## src/rtl/id_decode_rf.sv

```systemverilog
// -----------------------------------------------------------------------------
// id_decode_rf
//
// Instruction-decode stage between instruction fetch and EX. It decodes the
// 6-bit opcode ISA, reads source operand values from an internal register file
// that is written by WB (with a same-cycle write-through bypass), and stalls IF
// for one bubble on a load-use hazard. It also supports EX back-pressure, branch
// flush and a sticky HALT state.
//
// Parameters
//   XLEN      datapath / register width (>= 16)
//   NREGS     register count: 8, 16 or 32
//   IMM_SEXT  1: imm16 sign-extended to XLEN, 0: zero-extended
//
// Ports
//   clk, reset          rising-edge clock, asynchronous active-high reset
//   if_valid/if_inst/if_pc/if_pc4
//                       instruction offered by IF, held by IF while id_ready=0
//   id_ready            ID accepts this cycle (combinational)
//   ex_ready            EX consumes ex_* this cycle
//   ex_flush            kill the instruction currently in ID
//   wb_we/wb_addr/wb_data
//                       register-file write port
//   ex_valid, ex_opcode, ex_rs_val, ex_rt_val, ex_dest, ex_imm, ex_pc, ex_pc4
//                       registered decoded instruction presented to EX
//   halted              sticky, set when HALT is issued to EX
//   illegal             one-cycle pulse after an undefined opcode is accepted
// -----------------------------------------------------------------------------
module id_decode_rf #(
    parameter int XLEN     = 32,
    parameter int NREGS    = 32,
    parameter bit IMM_SEXT = 1'b1,
    localparam int AW      = $clog2(NREGS)
) (
    input  logic            clk,
    input  logic            reset,

    input  logic            if_valid,
    input  logic [31:0]     if_inst,
    input  logic [31:0]     if_pc,
    input  logic [31:0]     if_pc4,
    output logic            id_ready,

    input  logic            ex_ready,
    input  logic            ex_flush,

    input  logic            wb_we,
    input  logic [AW-1:0]   wb_addr,
    input  logic [XLEN-1:0] wb_data,

    output logic            ex_valid,
    output logic [5:0]      ex_opcode,
    output logic [XLEN-1:0] ex_rs_val,
    output logic [XLEN-1:0] ex_rt_val,
    output logic [AW-1:0]   ex_dest,
    output logic [XLEN-1:0] ex_imm,
    output logic [31:0]     ex_pc,
    output logic [31:0]     ex_pc4,
    output logic            halted,
    output logic            illegal
);

    // Opcodes with individual decode behaviour; 0x00-0x0B are handled as a range.
    localparam logic [5:0] OP_LAST_ALU = 6'h0B;
    localparam logic [5:0] OP_LDW      = 6'h0C;
    localparam logic [5:0] OP_STW      = 6'h0D;
    localparam logic [5:0] OP_BZ       = 6'h0E;
    localparam logic [5:0] OP_BEQ      = 6'h0F;
    localparam logic [5:0] OP_JR       = 6'h10;
    localparam logic [5:0] OP_HALT     = 6'h11;

    typedef enum logic {
        S_RUN,
        S_HALTED
    } state_t;

    state_t state_q, state_d;

    // -------------------------------------------------------------------------
    // Instruction fields
    // -------------------------------------------------------------------------
    logic [5:0]      op;
    logic [AW-1:0]   rs_idx;
    logic [AW-1:0]   rt_idx;
    logic [AW-1:0]   rd_idx;
    logic [15:0]     imm16;
    logic [XLEN-1:0] imm_ext;

    assign op     = if_inst[31:26];
    assign rs_idx = if_inst[21 +: AW];
    assign rt_idx = if_inst[16 +: AW];
    assign rd_idx = if_inst[11 +: AW];
    assign imm16  = if_inst[15:0];

    generate
        if (IMM_SEXT) begin : g_sext
            assign imm_ext = XLEN'($signed(imm16));
        end else begin : g_zext
            assign imm_ext = XLEN'(imm16);
        end
    endgenerate

    // -------------------------------------------------------------------------
    // Opcode decode
    // -------------------------------------------------------------------------
    logic          dec_use_rs;
    logic          dec_use_rt;
    logic          dec_has_imm;
    logic [AW-1:0] dec_dest;
    logic          dec_halt;
    logic          dec_illegal;

    always_comb begin
        // NOTE: every signal gets a default before the case so that no path
        // leaves it unassigned; otherwise synthesis infers a latch.
        dec_use_rs  = 1'b0;
        dec_use_rt  = 1'b0;
        dec_has_imm = 1'b0;
        dec_dest    = '0;
        dec_halt    = 1'b0;
        dec_illegal = 1'b0;

        if (op <= OP_LAST_ALU) begin
            dec_use_rs = 1'b1;
            if (!op[0]) begin
                // Register-register ALU: rd <- rs op rt
                dec_use_rt = 1'b1;
                dec_dest   = rd_idx;
            end else begin
                // Register-immediate ALU: rt <- rs op imm
                dec_has_imm = 1'b1;
                dec_dest    = rt_idx;
            end
        end else begin
            unique case (op)
                OP_LDW: begin
                    dec_use_rs  = 1'b1;
                    dec_has_imm = 1'b1;
                    dec_dest    = rt_idx;
                end
                OP_STW, OP_BEQ: begin
                    dec_use_rs  = 1'b1;
                    dec_use_rt  = 1'b1;
                    dec_has_imm = 1'b1;
                end
                OP_BZ: begin
                    dec_use_rs  = 1'b1;
                    dec_has_imm = 1'b1;
                end
                OP_JR: begin
                    dec_use_rs = 1'b1;
                end
                OP_HALT: begin
                    dec_halt = 1'b1;
                end
                default: begin
                    dec_illegal = 1'b1;
                end
            endcase
        end
    end

    // -------------------------------------------------------------------------
    // Register file: r0 is never written and always reads as zero.
    // -------------------------------------------------------------------------
    logic [XLEN-1:0] regs [NREGS];

    always_ff @(posedge clk or posedge reset) begin
        if (reset) begin
            // NOTE: this array is cleared on reset because software relies on
            // every register reading zero afterwards; that forces flops rather
            // than a RAM macro, which is acceptable at this size.
            for (int i = 0; i < NREGS; i++) begin
                regs[i] <= '0;
            end
        end else if (wb_we && (wb_addr != '0)) begin
            // NOTE: state is updated with non-blocking assignments so every
            // flop samples pre-edge values regardless of statement order.
            regs[wb_addr] <= wb_data;
        end
    end

    // Operand read with write-through bypass from the WB port.
    logic [XLEN-1:0] rs_val;
    logic [XLEN-1:0] rt_val;

    always_comb begin
        rs_val = regs[rs_idx];
        if (rs_idx == '0) begin
            rs_val = '0;
        end else if (wb_we && (wb_addr == rs_idx)) begin
            rs_val = wb_data;
        end

        rt_val = regs[rt_idx];
        if (rt_idx == '0) begin
            rt_val = '0;
        end else if (wb_we && (wb_addr == rt_idx)) begin
            rt_val = wb_data;
        end
    end

    // -------------------------------------------------------------------------
    // Handshake and hazard detection
    // -------------------------------------------------------------------------
    // A load in EX produces its value too late for an instruction in ID that
    // reads the loaded register, so ID holds for one cycle.
    logic hazard;
    logic accept;

    assign hazard = ex_valid && (ex_opcode == OP_LDW) && (ex_dest != '0) &&
                    ((dec_use_rs && (rs_idx == ex_dest)) ||
                     (dec_use_rt && (rt_idx == ex_dest)));

    assign id_ready = ex_ready && !hazard && (state_q == S_RUN) && !reset;
    assign accept   = if_valid && id_ready && !ex_flush;

    // -------------------------------------------------------------------------
    // Run / halted state machine
    // -------------------------------------------------------------------------
    always_ff @(posedge clk or posedge reset) begin
        if (reset) begin
            state_q <= S_RUN;
        end else begin
            state_q <= state_d;
        end
    end

    always_comb begin
        state_d = state_q;
        unique case (state_q)
            S_RUN:    if (accept && dec_halt) state_d = S_HALTED;
            S_HALTED: state_d = S_HALTED;
            default:  state_d = S_RUN;
        endcase
    end

    assign halted = (state_q == S_HALTED);

    // -------------------------------------------------------------------------
    // ID/EX output register. With ex_ready low everything holds, which also
    // means a flush during back-pressure has no effect here.
    // -------------------------------------------------------------------------
    always_ff @(posedge clk or posedge reset) begin
        if (reset) begin
            ex_valid  <= 1'b0;
            ex_opcode <= '0;
            ex_rs_val <= '0;
            ex_rt_val <= '0;
            ex_dest   <= '0;
            ex_imm    <= '0;
            ex_pc     <= '0;
            ex_pc4    <= '0;
        end else if (ex_ready) begin
            if (accept) begin
                ex_valid  <= !dec_illegal;
                ex_opcode <= op;
                ex_rs_val <= rs_val;
                ex_rt_val <= dec_use_rt ? rt_val : '0;
                ex_dest   <= dec_dest;
                ex_imm    <= dec_has_imm ? imm_ext : '0;
                ex_pc     <= if_pc;
                ex_pc4    <= if_pc4;
            end else begin
                ex_valid <= 1'b0;
            end
        end
    end

    always_ff @(posedge clk or posedge reset) begin
        if (reset) begin
            illegal <= 1'b0;
        end else begin
            illegal <= accept && dec_illegal;
        end
    end

endmodule

```

## config.mk

```make
export PLATFORM = sky130hd
export DESIGN_NAME = id_decode_rf
export DESIGN_NICKNAME = d
export VERILOG_FILES = /design/src/rtl/id_decode_rf.sv
export SDC_FILE = /design/constraint.sdc
export NUM_CORES = 2
export LEC_CHECK = 0
export CAP_MARGIN = 30
export CORE_MARGIN = 5
export CORE_UTILIZATION = 46
export DETAILED_ROUTE_END_ITERATION = 16
export PLACE_DENSITY = 0.71
export REMOVE_ABC_BUFFERS = 1
export SLEW_MARGIN = 10
export SYNTH_ARGS = -nofsm -noshare
export SYNTH_HDL_FRONTEND = slang
export SYNTH_SLANG_ARGS = --single-unit
```

## constraint.sdc

```tcl
create_clock -name clk -period 51.8 [get_ports clk]
set_input_delay 12.95 -clock clk [delete_from_list [all_inputs] [get_ports clk]]
set_output_delay 12.95 -clock clk [all_outputs]
set_load 0.02 [all_outputs]
```

==> key figures <==
Synth
  – Post-synth EDFFs: 0
  – Compound-cell area share of the yosys netlist: 5.289%
  – Ys async rst share: 100.0%
  – Flops & latches, synth: 1,182
  – Combinational family with the most area after synthesis: multiplexers
  – Cell with the most instances after synthesis: dfrtp_1
  – Post-synthesis xor/xnor area fraction: 0.2896%
  – Post-Syn Area: 0.06049 mm²
  – Synth area leader: dfrtp_1
  – Synth cell types: 56
  – Synth Warn #: 0
  – List of most frequent post-synthesis cells: dfrtp_1 (1,182), mux2_2 (1,030), mux4_2 (394)
  – Syn Inst Count: 4,113
  – Avg Synthesized Cell Area: 14.71 µm²
  – Synth top area share: 48.90%
  – Mux cell area share after synthesis: 39.02%
  – Post-synthesis simple-gate area fraction: 2.772%
  – Main flop type after synthesis: dfrtp_1
  – Adder-cell area share of the yosys netlist: 0%
  – Seq/Total Area, Yosys: 48.90%
  – Ranking of synthesized cells by area: dfrtp_1 (49%), mux2_2 (19%), mux4_2 (15%)

Detailed routing
  – DR WL/cell: 30.26 µm
  – Final wirelength: 183.9 mm
  – DRT Pass-1 Iters: 7
  – First DRT Iteration DRCs: 3,792
  – Vias per inst: 6.540
  – DRC viols: 0
  – Antenna Nets Post-Route: 0
  – Routed via count: 39,744

Clock tree
  – Clock-pin slew of the registers on the worst-case setup and hold paths: 60 ps
  – Clk buf depth: 3
  – CTS tree: done
  – Cts hold-fix bufs: 0
  – Clk_lat worst skew: 740 ps
  – Post-CTS setup buffers: 0
  – Number of H-tree levels: 4
  – Cts bufs inserted: 132
  – Post-CTS sizing: 0
  – Sink Count: 1,182
  – Root Buffer: clkbuf_16

Worst setup path
  – CP Capture Type: output pin
  – Worst Path Arrival: 15,550 ps
  – Slowest CP cell: clkdlybuf4s50_1
  – CP Launch Type: input pin
  – RR Endpoint: ex_opcode[2]
  – Reg2reg path depth: 6
  – Sequence of cells on the critical path: clkdlybuf4s50_1, and3_1, o21ai_1, nor4_1, o21ai_2, and3_1, clkdlybuf4s50_1
  – Setup Crit Path Kind: input pin to output pin
  – R2r startpoint: ex_opcode[1]
  – CP Max Fanout: 8
  – Family with the most delay on the worst path: buffers and inverters
  – Critical Path RT: 38,850 ps
  – Worst stage delay on the critical path: 610 ps
  – Reg2Reg Setup Slack: 48,300 ps
  – CP bufs+invs: 2

Die
  – Rows: 133
  – Core ar.: 0.1311 mm²
  – I/O pins: 314
  – Die height: 372.6 µm
  – Die X: 372.6 µm
  – Die area: 0.1389 mm²
  – Initial Util: 46.13%

Placed design
  – Number of port buffers: 313
  – DP Wirelength: 104.4 mm
  – Placed instance area: 0.06507 mm²
  – GP Congestion: 0.8142

Pwr
  – Reg power frac: 45.1%
  – Max VDD drop: 0.02688 mV
  – Power share of the clock group: 35.0%
  – Sw Share: 26.87%
  – Combinational share of power: 19.9%
  – LEAKAGE: 0.02992 µW
  – PD cells: 38.93 mW/mm²
  – NetSw: 729.5 µW
  – Int Pwr: 1985 µW

Global routing
  – GRT Resource Usage Total: 26.00%
  – Vias in the first global route: 40,726
  – Pin count of the biggest net entering global routing: 178
  – Total grt overflow: 0
  – Antenna violations before repair: 3
  – First-pass GRT wire length: 276.0 mm

Status
  – Status: finished, final reports clean

Layout
  – Seq. cell area: 0.02958 mm²
  – Share of cells above drive strength 1: 43.17%
  – Antenna diode count: 0
  – Filler Cells Inserted: 10,761
  – Area growth, synth to finish: 15.27%
  – Nets: 4,361
  – Post-route cell area: 0.06973 mm²
  – Multi-input logic area: 0.02893 mm²

Timing
  – Max-slew violations: 0
  – Setup TNS: 0 ps
  – Final Hold Vio Count: 0
  – Worst-margin pin slew: 1041 ps
  – Setup violations, final: 0
  – Relative slew slack: 30.59%
  – Tmin final: 28,500 ps
  – Tcrit/Tclk final: 55.02%
  – Fmax: 35.09 MHz
  – RSZ-0062 raised after global routing: false
  – Setup Skew: 21.94 ps

Run
  – Maxcap violations: 0

Worst hold path
  – Hold Crit Depth: 0
  – HP Class: flip-flop to flip-flop
  – Hold Path Sink: regs[995]
  – HP Start: regs[995]
[registers in the layout, summed over array words and instances, names as in the netlist]
name and cells:
ex_rs_val 32, ex_valid 1, ex_pc4 32, halted 1, ex_opcode 6, ex_imm 16, ex_pc 32, regs 1024
illegal 1, ex_rt_val 32, ex_dest 5
[worst register-to-register path, cell delays in order (launching register included)]
cell and delay [ps]:
dfrtp_1 430, or4b_1 580, nor4_2 440, o21ai_2 270, nand2b_4 520, buf_4 680
mux2_2 460
[per-stage QoR]
step	hold slack (ps)	utilization, %	setup slack, ps	power [µW]	cells
5_1_grt	406.7	53.18	23210	2828	6077
3_3_place_gp	382.4	49.28	23360	1747	5802
4_1_cts	396.8	52.96	23350	2725	6062
6_report	396.5	53.18	23300	2715	6077
3_5_place_dp	385.7	49.62	23370	1774	5828
2_1_floorplan	362.5	-	5554	1572	3639
[power by group through the flow]
stage / Sequential, µW / Clock, µW / Combinational (µW)
global placement: 1230 / 0 / 522
CTS: 1220 / 963 / 541
finish: 1230 / 949 / 540
floorplan: 1220 / 0 / 348
detailed placement: 1240 / 0 / 538
global route: 1240 / 1000 / 580
[worst max path at each step]
| stage | from | to | cells past startpoint |
|---|---|---|---|
| after floorplan | reset | ex_dest[0] | 1 |
| after global placement | if_inst[28] | id_ready | 7 |
| after detailed placement | if_inst[26] | id_ready | 7 |
| after CTS | if_inst[28] | id_ready | 7 |
| after global routing | if_inst[26] | id_ready | 7 |
| final | if_inst[26] | id_ready | 7 |
[layer usage]
layer	wire length [µm]	track usage [%]
met1	76370	35.63
met4	6202	8.813
met3	13650	5.569
met5	0	0
met2	87670	41.53
[cells in the final DEF, fill, tap and decap left out, types with 5 or more instances in the layout]
cell / n
dfrtp_1: 1182
mux2_2: 1030
mux4_2: 394
clkdlybuf4s50_1: 306
mux2i_1: 256
o22ai_1: 156
clkbuf_16: 138
a22oi_1: 115
buf_4: 95
nor3_1: 67
a221o_1: 61
o21ai_0: 38
mux2_4: 38
clkbuf_1: 34
or4_1: 33
nand4_1: 32
buf_8: 28
a311o_1: 27
clkbuf_8: 24
nand2_1: 23
clkinv_2: 19
nor2_4: 17
nand2_2: 17
nor2_1: 13
xor2_1: 13
nand3b_1: 10
o21ai_1: 9
nor2b_1: 9
a22o_1: 9
buf_16: 9
bufinv_16: 8
buf_12: 8
and3_1: 7
xnor2_1: 7
nand3_1: 6
nor4_1: 6
nor3b_1: 5
a2111oi_0: 5
inv_6: 5
[final cells by class]
type,instances,share of cell area (%)
multi-input cells,2455,41.49
inverters,2,0.02153
clock inverters,38,0.6639
clock buffers,196,5.609
flip-flops and latches,1182,42.42
repair buffers,449,6.652
well taps,1755,3.149
[cell families (layout without fill, tap and decap cells)]
group | Yosys count | in the layout
simple gates | 281 | 281
compound gates | 436 | 436
mux | 1718 | 1718
buf+inv | 476 | 685
xor+xnor | 20 | 20
flops | 1182 | 1182
Note: power is estimated with default switching activity, not from simulation.
